$ cat src/rtl/barrel_pkg.sv
// Shared constants for the pipelined barrel shifter.
// Mode encodings are used by the stage datapath and by producers.
package barrel_pkg;

    localparam logic [1:0] MODE_ROL = 2'b00;
    localparam logic [1:0] MODE_ROR = 2'b01;
    localparam logic [1:0] MODE_LSL = 2'b10;
    localparam logic [1:0] MODE_ASR = 2'b11;

endpackage

$ cat src/rtl/barrel_shifter_pipe_if.sv
// Producer/consumer handshake bundle for barrel_shifter_pipe.
// The shifter takes the slave side; the environment drives the master side.
interface barrel_shifter_pipe_if #(
    parameter int WIDTH = 8
);

    localparam int STAGES = $clog2(WIDTH);

    logic              in_valid;
    logic              in_ready;
    logic [WIDTH-1:0]  in_data;
    logic [STAGES-1:0] in_amt;
    logic [1:0]        in_mode;
    logic              out_valid;
    logic              out_ready;
    logic [WIDTH-1:0]  out_data;
    logic              out_zero;

    modport master (
        output in_valid, in_data, in_amt, in_mode, out_ready,
        input  in_ready, out_valid, out_data, out_zero
    );

    modport slave (
        input  in_valid, in_data, in_amt, in_mode, out_ready,
        output in_ready, out_valid, out_data, out_zero
    );

endinterface

$ cat src/rtl/barrel_stage.sv
// One barrel-shifter stage: conditional shift by SHIFT positions,
// followed by a register that holds its contents while stalled.
module barrel_stage
    import barrel_pkg::*;
#(
    parameter int WIDTH = 8,
    parameter int SHIFT = 1,
    parameter int AW    = 3
) (
    input  logic             clk,
    input  logic             rst,
    input  logic             stall,
    input  logic             d_valid,
    input  logic [WIDTH-1:0] d_data,
    input  logic [AW-1:0]    d_amt,
    input  logic [1:0]       d_mode,
    output logic             q_valid,
    output logic [WIDTH-1:0] q_data,
    output logic [AW-1:0]    q_amt,
    output logic [1:0]       q_mode,
    output logic             q_zero
);

    localparam int BIT = $clog2(SHIFT);

    logic [WIDTH-1:0] shifted;
    logic [WIDTH-1:0] nxt;

    // The current MSB still equals the original sign for ASR.
    always_comb begin
        shifted = d_data;
        unique case (d_mode)
            MODE_ROL: shifted = {d_data[WIDTH-SHIFT-1:0],
                                 d_data[WIDTH-1:WIDTH-SHIFT]};
            MODE_ROR: shifted = {d_data[SHIFT-1:0],
                                 d_data[WIDTH-1:SHIFT]};
            MODE_LSL: shifted = {d_data[WIDTH-SHIFT-1:0],
                                 {SHIFT{1'b0}}};
            MODE_ASR: shifted = {{SHIFT{d_data[WIDTH-1]}},
                                 d_data[WIDTH-1:SHIFT]};
        endcase
    end

    assign nxt = d_amt[BIT] ? shifted : d_data;

    always_ff @(posedge clk) begin
        if (rst) begin
            q_valid <= 1'b0;
            q_data  <= '0;
            q_amt   <= '0;
            q_mode  <= '0;
            q_zero  <= 1'b0;
        end else if (!stall) begin
            q_valid <= d_valid;
            q_data  <= nxt;
            q_amt   <= d_amt;
            q_mode  <= d_mode;
            q_zero  <= (nxt == '0);
        end
    end

endmodule

$ cat src/rtl/barrel_shifter_pipe.sv
// Pipelined barrel shifter: log2(WIDTH) stages, one result per clock,
// whole pipe freezes (bubbles included) while the consumer stalls.
module barrel_shifter_pipe #(
    parameter int WIDTH = 8
) (
    input logic                 clk,
    input logic                 rst,
    barrel_shifter_pipe_if.slave bus
);

    localparam int STAGES = $clog2(WIDTH);

    logic              stall;
    logic              valid_s [STAGES+1];
    logic [WIDTH-1:0]  data_s  [STAGES+1];
    logic [STAGES-1:0] amt_s   [STAGES+1];
    logic [1:0]        mode_s  [STAGES+1];
    logic [STAGES-1:0] zero_s;
    logic              unused_ok;

    assign valid_s[0] = bus.in_valid;
    assign data_s[0]  = bus.in_data;
    assign amt_s[0]   = bus.in_amt;
    assign mode_s[0]  = bus.in_mode;

    for (genvar k = 0; k < STAGES; k++) begin : g_stage
        barrel_stage #(
            .WIDTH (WIDTH),
            .SHIFT (1 << k),
            .AW    (STAGES)
        ) u_stage (
            .clk     (clk),
            .rst     (rst),
            .stall   (stall),
            .d_valid (valid_s[k]),
            .d_data  (data_s[k]),
            .d_amt   (amt_s[k]),
            .d_mode  (mode_s[k]),
            .q_valid (valid_s[k+1]),
            .q_data  (data_s[k+1]),
            .q_amt   (amt_s[k+1]),
            .q_mode  (mode_s[k+1]),
            .q_zero  (zero_s[k])
        );
    end

    // Only the last stage's zero flag and no trailing amt/mode are consumed.
    assign unused_ok = ^{zero_s[STAGES-2:0], amt_s[STAGES], mode_s[STAGES]};

    assign stall         = valid_s[STAGES] & ~bus.out_ready;
    assign bus.in_ready  = ~stall;
    assign bus.out_valid = valid_s[STAGES];
    assign bus.out_data  = data_s[STAGES];
    assign bus.out_zero  = zero_s[STAGES-1];

endmodule

$ cat src/flat_wrapper.sv
// flat-port wrapper written by rule: the top's interface ports become plain ports
module barrel_shifter_pipe_flat 
#(
    parameter int WIDTH = 8
)
  (clk, rst, bus_in_valid, bus_in_data, bus_in_amt, bus_in_mode, bus_out_ready, bus_in_ready, bus_out_valid, bus_out_data, bus_out_zero);
  barrel_shifter_pipe_if #(.WIDTH(WIDTH)) bus_i ();
  input logic clk;
  input logic rst;
  input wire logic [$bits(bus_i.in_valid)-1:0] bus_in_valid;
  input wire logic [$bits(bus_i.in_data)-1:0] bus_in_data;
  input wire logic [$bits(bus_i.in_amt)-1:0] bus_in_amt;
  input wire logic [$bits(bus_i.in_mode)-1:0] bus_in_mode;
  input wire logic [$bits(bus_i.out_ready)-1:0] bus_out_ready;
  output wire logic [$bits(bus_i.in_ready)-1:0] bus_in_ready;
  output wire logic [$bits(bus_i.out_valid)-1:0] bus_out_valid;
  output wire logic [$bits(bus_i.out_data)-1:0] bus_out_data;
  output wire logic [$bits(bus_i.out_zero)-1:0] bus_out_zero;
  assign bus_i.in_valid = bus_in_valid;
  assign bus_i.in_data = bus_in_data;
  assign bus_i.in_amt = bus_in_amt;
  assign bus_i.in_mode = bus_in_mode;
  assign bus_i.out_ready = bus_out_ready;
  assign bus_in_ready = bus_i.in_ready;
  assign bus_out_valid = bus_i.out_valid;
  assign bus_out_data = bus_i.out_data;
  assign bus_out_zero = bus_i.out_zero;
  barrel_shifter_pipe #(.WIDTH(WIDTH)) u_core (.clk(clk), .rst(rst), .bus(bus_i));
endmodule
$ cat config.mk
export PLATFORM = sky130hd
export DESIGN_NAME = barrel_shifter_pipe_flat
export DESIGN_NICKNAME = d
export VERILOG_FILES = /design/src/rtl/barrel_pkg.sv /design/src/rtl/barrel_shifter_pipe_if.sv /design/src/rtl/barrel_stage.sv /design/src/rtl/barrel_shifter_pipe.sv /design/src/flat_wrapper.sv
export SDC_FILE = /design/constraint.sdc
export NUM_CORES = 1
export LEC_CHECK = 0
export CAP_MARGIN = 20
export CORE_UTILIZATION = 25
export CTS_CLUSTER_SIZE = 16
export DETAILED_ROUTE_END_ITERATION = 8
export GPL_TIMING_DRIVEN = 0
export SLEW_MARGIN = 20
export SYNTH_ARGS = -nofsm -noshare
export SYNTH_HDL_FRONTEND = slang
export SYNTH_SLANG_ARGS = --single-unit
$ cat constraint.sdc
create_clock -name clk -period 3.75 [get_ports clk]
set_clock_uncertainty 0.15 [all_clocks]
set_input_delay 0.75 -clock clk [delete_from_list [all_inputs] [get_ports clk]]
set_output_delay 0.75 -clock clk [all_outputs]
set_load 0.05 [all_outputs]
==> out/results.md, run 1 <==
- MaxCap Viol Count: 0
- pins over their slew limit: 0
- simple logic cell fraction of the synthesized area: 23.0%
- Synth Area in XOR/XNOR: 0%
- portion of synthesized cell area occupied by the leading cell type: 38.0%
- setup violation total in the final timing report: 0
- Top delay family on crit path: buffers and inverters
- worst path cell trace: clkdlybuf4s50_1 -> nor2b_1 -> buf_2 -> inv_2 -> buf_2 -> clkdlybuf4s50_1
- power density over the cells: 380 mW/mm^2
- iteration-0 DRC count of the detailed router: 76
- number of instances in the synthesized netlist: 238
- proportion of synthesized area in mux cells: 5.97%
- final clock period utilization by the worst path: 94.2%
- Floorplan Core Area: 0.00694 sq mm
- worst-margin pin slew: 0.588 ns
- Netlist cell types: 33
- count of hold-fix buffers inserted at cts: 0
- Post-Syn Area per Cell: 7.75 sq um
- Max-Slew Margin vs Limit: 60.8%
- final antenna-violating net count: 0
- IO Port Bufs: 25
- Required @ worst endpoint: 2.85 ns
- type of the setup path with the least slack: in -> out
- y dimension of the die: 87.9 um
- Initial Util: 26.6%
- CTS HTree Levels: 2
- Overall Power: 0.000873 W
- Hold Path Class: reg -> reg
- setup total negative slack: 0 ns
- Clock Root Buffer: clkbuf_8
- Std-Cell Rows: 30
- post-synthesis cell type with the largest combined area: dfxtp_1
- buffer and inverter count on the worst path: 5
- list of most frequent post-synthesis cells: 35 x dfxtp_1, 35 x nand2_1, 34 x nor2_1
- post-route cell area: 0.00230 sq mm
- Mapped Nets: 255
- count of final hold-check violations: 0
- Vias/cell: 4.74
- placed inst area: 0.00221 sq mm
- Overall Global Routing Usage: 13.7%
- number of standard cells in the final layout excluding fillers: 367
- source-to-sink clock delay at the later pin of the worst-skew pair: 0.29 ns
- grt ovf: 0
- drc violations: 0
- routed wire length: 4600 um
- multi-input combinational cell area: 956 sq um
- global route hottest layer: met2
- setup repair after global routing missed its margin: false
- clock slew at the register clock pins of the worst setup and hold paths: 0.08 ns
- cell total after placement: 359
- flip-flop cell with the highest count after synthesis: dfxtp_1
- number of antenna violations at the first check in global routing: 0
- area grow syn2layout: 24.6%
- Critical Path End Type: primary output
- GP Congestion: 0.886
- met3 capacity usage during global routing: 3.30%
- number of enable flip-flop cells after synthesis: 0
- outcome: completed
- clock tree from TritonCTS: done
- number of buffers inserted during clock tree synthesis: 5
- Antenna Cells: 0
- via count: 1739
- filler cell count: 759
- Post-layout nets: 287
- cell with the largest stage delay on the worst path: clkdlybuf4s50_1
- number of post-CTS setup repair buffers: 0
- share of flip-flops with an asynchronous set or reset: 0%
- worst ir drop on vdd: 0.118 mV
- dominant combinational cell family by area after synthesis: simple AND/OR/NAND/NOR gates
- critical path's largest stage delay: 0.84 ns
- die boundary width: 87.9 um
- Arr. time, crit path: 2.63 ns
- via count of the first global-routing pass: 1701
- maximum clock frequency: 283 MHz
- leakage power: 0.873 nW
- synthesized-area fraction occupied by ao, oa, aoi and oai cells: 22.9%
- global-route track usage on met1: 16.6%
- min Tclk post-route: 3.53 ns
- share of synthesized cell area in full adder, half adder and majority cells: 0%
- IO Count: 28
- post-synthesis instance area: 0.00184 sq mm
- register cell area after layout: 701 sq um
- CP Max Fanout: 10
- synth top area cells: dfxtp_1 38%, nand2_1 7.1%, a21oi_1 7.1%, nor2_1 6.9%, mux2i_1 6.0%
- HPWL Detailed: 3380 um
- sort of element at the start of the critical path: input port
- DRT Pass-1 Iters: 4
- Yosys Warn Count: 0
- fraction of layout instances using a drive strength above 1: 12.2%
- flops & latches, synth: 35
- area of the die: 0.00772 sq mm
- sequential-to-total area share from yosys stat: 38.0%
- met2 routing resource usage after global routing: 22.9%
- maximum number of buffers from clock root to sink: 2
- drt wl/cell: 12.5 um
- maximum number of pins on one net before global-route repair: 12
- clk sink count: 35
- hold slack final: 0.306 ns
- first-pass GRT wire length: 8070 um
- post-cts gate resize count: 0
cells in the final DEF (no fill, tap or decap), types with 4 or more instances in the layout:
master	n
a211oi_1	12
a21oi_1	26
a311oi_1	4
buf_2	12
buf_4	8
clkbuf_1	5
clkbuf_8	5
clkdlybuf4s50_1	25
dfxtp_1	35
mux2i_1	11
nand2_1	35
nor2_1	34
nor2b_1	5
nor3_1	7
nor3b_1	5
o211ai_1	5
o21ai_0	6
registers in the layout, summed over array words and instances, names as in the netlist:
signal / flops
u_core.g_stage.u_stage.q_mode: 4
u_core.g_stage.u_stage.q_amt: 3
u_core.g_stage.u_stage.q_zero: 1
u_core.g_stage.u_stage.q_valid: 3
u_core.g_stage.u_stage.q_data: 24
per-stage QoR:
| step | worst slack (ns) | utilization (%) |
|---|---|---|
| 4_1_cts | 0.212 | 33.1 |
| 3_3_place_gp | 0.225 | 31.9 |
| 6_report | 0.217 | 33.1 |
| 3_5_place_dp | 0.215 | 31.9 |
| 2_1_floorplan | 1.51 | - |
| 5_1_grt | 0.129 | 33.1 |
per-layer routing:
layer  part of all wire (%)  wire [um]
met5                      0          0
met4                    2.2        102
met3                    4.3        200
met2                     46       2140
met1                     47       2160
worst reg2reg max path: stages (launching register included):
cell and delay (ns):
dfxtp_1 0.32, nor2b_1 0.18, buf_2 0.26, inv_2 0.10, buf_2 0.22, o211ai_1 0.15, a21oi_1 0.09
kinds of logic after synthesis:
| logic type | Yosys count |
|---|---|
| AND/OR/NAND/NOR | 95 |
| AO/OA/AOI/OAI | 65 |
| flip-flops | 35 |
| buffers and inverters | 32 |
| multiplexers | 11 |
where the power goes:
| group | leakage [nW] | internal, W | switching (W) | total (W) |
|---|---|---|---|---|
| Clock | 0.0477 | 0.000127 | 0.000145 | 0.000272 |
| Combinational | 0.536 | 0.0000828 | 0.0000947 | 0.000178 |
| Sequential | 0.289 | 0.000398 | 0.0000259 | 0.000424 |
layout make-up:
type / count / share of cell area (%)
buffer: 28 / 7.51
clock buffer: 5 / 2.99
clock inverter: 3 / 0.653
inverter: 4 / 0.653
multi-input combinational: 171 / 41.6
sequential: 35 / 30.5
tap: 96 / 5.23
timing repair buffer: 25 / 10.9
path summary, 6_finish.rpt:
check	startpoint	to	slack, ns	cells after the start
worst min-delay path	u_core.g_stage[2].u_stage.q_data[4]	u_core.g_stage[2].u_stage.q_data[4]	0.31	2
worst max-delay path	bus_out_ready	bus_in_ready	0.22	6
worst max register to register	u_core.g_stage[2].u_stage.q_valid	u_core.g_stage[1].u_stage.q_data[1]	2.15	6
worst min register to register	u_core.g_stage[2].u_stage.q_data[4]	u_core.g_stage[2].u_stage.q_data[4]	0.31	2
Note: power is estimated with default switching activity, not from simulation.
==> run 2, diff against run 1 <==
--- a/config.mk
+++ b/config.mk
@@ -10,7 +10,9 @@
 export CTS_CLUSTER_SIZE = 16
 export DETAILED_ROUTE_END_ITERATION = 8
 export GPL_TIMING_DRIVEN = 0
+export PLACE_DENSITY = 0.43
 export SLEW_MARGIN = 20
 export SYNTH_ARGS = -nofsm -noshare
 export SYNTH_HDL_FRONTEND = slang
+export SYNTH_HIERARCHICAL = 1
 export SYNTH_SLANG_ARGS = --single-unit
==> constraint.sdc (replaced) <==
create_clock -name clk -period 3.75 [get_ports clk]
set_clock_uncertainty 0.15 [all_clocks]
set_input_delay 0.5625 -clock clk [delete_from_list [all_inputs] [get_ports clk]]
set_output_delay 0.5625 -clock clk [all_outputs]
set_load 0.05 [all_outputs]
==> out/results.md, run 2 <==
- outcome: completed
- DRT Pass-1 Iters: 4
- MaxCap Viol Count: 0
- dominant cell type by count on the critical path: clkdlybuf4s50_1
- maximum number of buffers from clock root to sink: 2
- Post-layout nets: 270
- routed wire length: 4390 um
- min Tclk post-route: 2.65 ns
- Vias/cell: 4.59
- Clock Root Buffer: clkbuf_8
- setup repair after global routing missed its margin: false
- sort of element at the start of the critical path: input port
- area of the die: 0.00781 sq mm
- maximum clock frequency: 378 MHz
- registers with the most flip-flops: u_core/g_stage.u_stage/q_data x24, u_core/g_stage.u_stage/q_mode x4
- number of antenna violations at the first check in global routing: 0
- post-cts gate resize count: 0
- HPWL Detailed: 3320 um
- setup violation total in the final timing report: 0
- area grow syn2layout: 25.1%
- Critical Path End Type: primary output
- grt ovf: 0
- register cell area after layout: 701 sq um
- number of post-CTS setup repair buffers: 0
- Required @ worst endpoint: 3.04 ns
- y dimension of the die: 88.4 um
- via count: 1621
- IO Count: 28
- Std-Cell Rows: 31
- drt wl/cell: 12.4 um
- worst ir drop on vdd: 0.118 mV
- Overall Global Routing Usage: 12.6%
- number of flip-flops under the largest register name: 24
- count of hold-fix buffers inserted at cts: 0
- power density over the cells: 367 mW/mm^2
- number of buffers inserted during clock tree synthesis: 5
- Post-Syn Area per Cell: 8.48 sq um
- Antenna Cells: 0
- top library cells by usage in the layout, fill and taps aside: 41 x nor2_1, 35 x dfxtp_1, 26 x clkdlybuf4s50_1, 25 x mux2i_1, 15 x a21oi_1
- final clock period utilization by the worst path: 70.6%
- via count of the first global-routing pass: 1537
- Arr. time, crit path: 1.94 ns
- first-pass GRT wire length: 7480 um
- drc violations: 0
- worst path cell trace: clkdlybuf4s50_1 -> nand2b_1 -> clkdlybuf4s50_1
- Yosys Warn Count: 6
- filler cell count: 793
- source-to-sink clock delay at the later pin of the worst-skew pair: 0.29 ns
- die boundary width: 88.4 um
- worst-margin pin slew: 0.656 ns
- type of the setup path with the least slack: in -> out
- CP Max Fanout: 2
- clock slew at the register clock pins of the worst setup and hold paths: 0.07 ns
- Mapped Nets: 237
- leakage power: 0.863 nW
- Overall Power: 0.000856 W
- Hold Path Class: reg -> reg
- maximum number of pins on one net before global-route repair: 15
- clock tree from TritonCTS: done
- Initial Util: 25.9%
- IO Port Bufs: 26
- Max-Slew Margin vs Limit: 56.1%
- final antenna-violating net count: 0
- post-synthesis instance area: 0.00187 sq mm
- GP Congestion: 0.807
- Floorplan Core Area: 0.00721 sq mm
- most frequent standard cell in the layout excluding fill and tap cells: nor2_1
- CTS HTree Levels: 2
- count of final hold-check violations: 0
- setup total negative slack: 0 ns
- cell with the largest stage delay on the worst path: clkdlybuf4s50_1
- clk sink count: 35
- fraction of layout instances using a drive strength above 1: 11.0%
- critical path's largest stage delay: 0.79 ns
- number of instances in the synthesized netlist: 220
- multi-input combinational cell area: 0.00106 sq mm
- Biggest register: u_core/g_stage.u_stage/q_data
- pins over their slew limit: 0
- iteration-0 DRC count of the detailed router: 61
[run 2: final timing paths]
| check | slack [ns] | startpoint | depth (start not counted) | to |
|---|---|---|---|---|
| worst max-delay path | 1.10 | bus_out_ready | 3 | bus_in_ready |
| worst min-delay path | 0.31 | u_core/g_stage[2].u_stage/q_data[6] | 2 | u_core/g_stage[2].u_stage/q_data[6] |
| worst max register to register | 1.76 | u_core/g_stage[2].u_stage/q_valid | 5 | u_core/g_stage[0].u_stage/q_data[3] |
| worst min register to register | 0.31 | u_core/g_stage[2].u_stage/q_data[6] | 2 | u_core/g_stage[2].u_stage/q_data[6] |
[run 2: layout make-up]
class | count | area share, %
multi-input cells | 165 | 45.5
flip-flops and latches | 35 | 30.0
repair buffers | 26 | 11.2
well taps | 99 | 5.31
plain buffers | 17 | 4.02
clock buffers | 7 | 3.27
inverters | 3 | 0.483
clock inverters | 1 | 0.214
[run 2: report_power, final]
group | leakage (nW) | switching (W) | internal [W]
logic | 0.531 | 0.0000884 | 0.0000807
clock network | 0.0422 | 0.000133 | 0.000130
registers | 0.289 | 0.0000257 | 0.000397
[run 2: critical path: cells and delay by family]
family	cells	cell delay [ns]
buffers and inverters	2	1.27
and+or+nand+nor	1	0.10
[run 2: stage by stage]
stage / area [sq um] / setup slack [ns] / instances / util, % / hold slack (ns)
CTS: 2330 / 1.10 / 353 / 32.3 / 0.320
global route: 2330 / 1.05 / 353 / 32.3 / 0.341
detailed placement: 2250 / 1.10 / 345 / 31.2 / 0.310
global placement: 2250 / 0.688 / 345 / 31.2 / 0.304
finish: 2330 / 1.10 / 353 / 32.3 / 0.313
floorplan: 1870 / 1.65 / 220 / - / 0.310
[run 2: metal layers]
layer,GRT usage [%],part of all wire (%)
met5,0,0
met2,20.2,45
met3,3.36,2.9
met1,16.1,50
met4,5.13,1.7
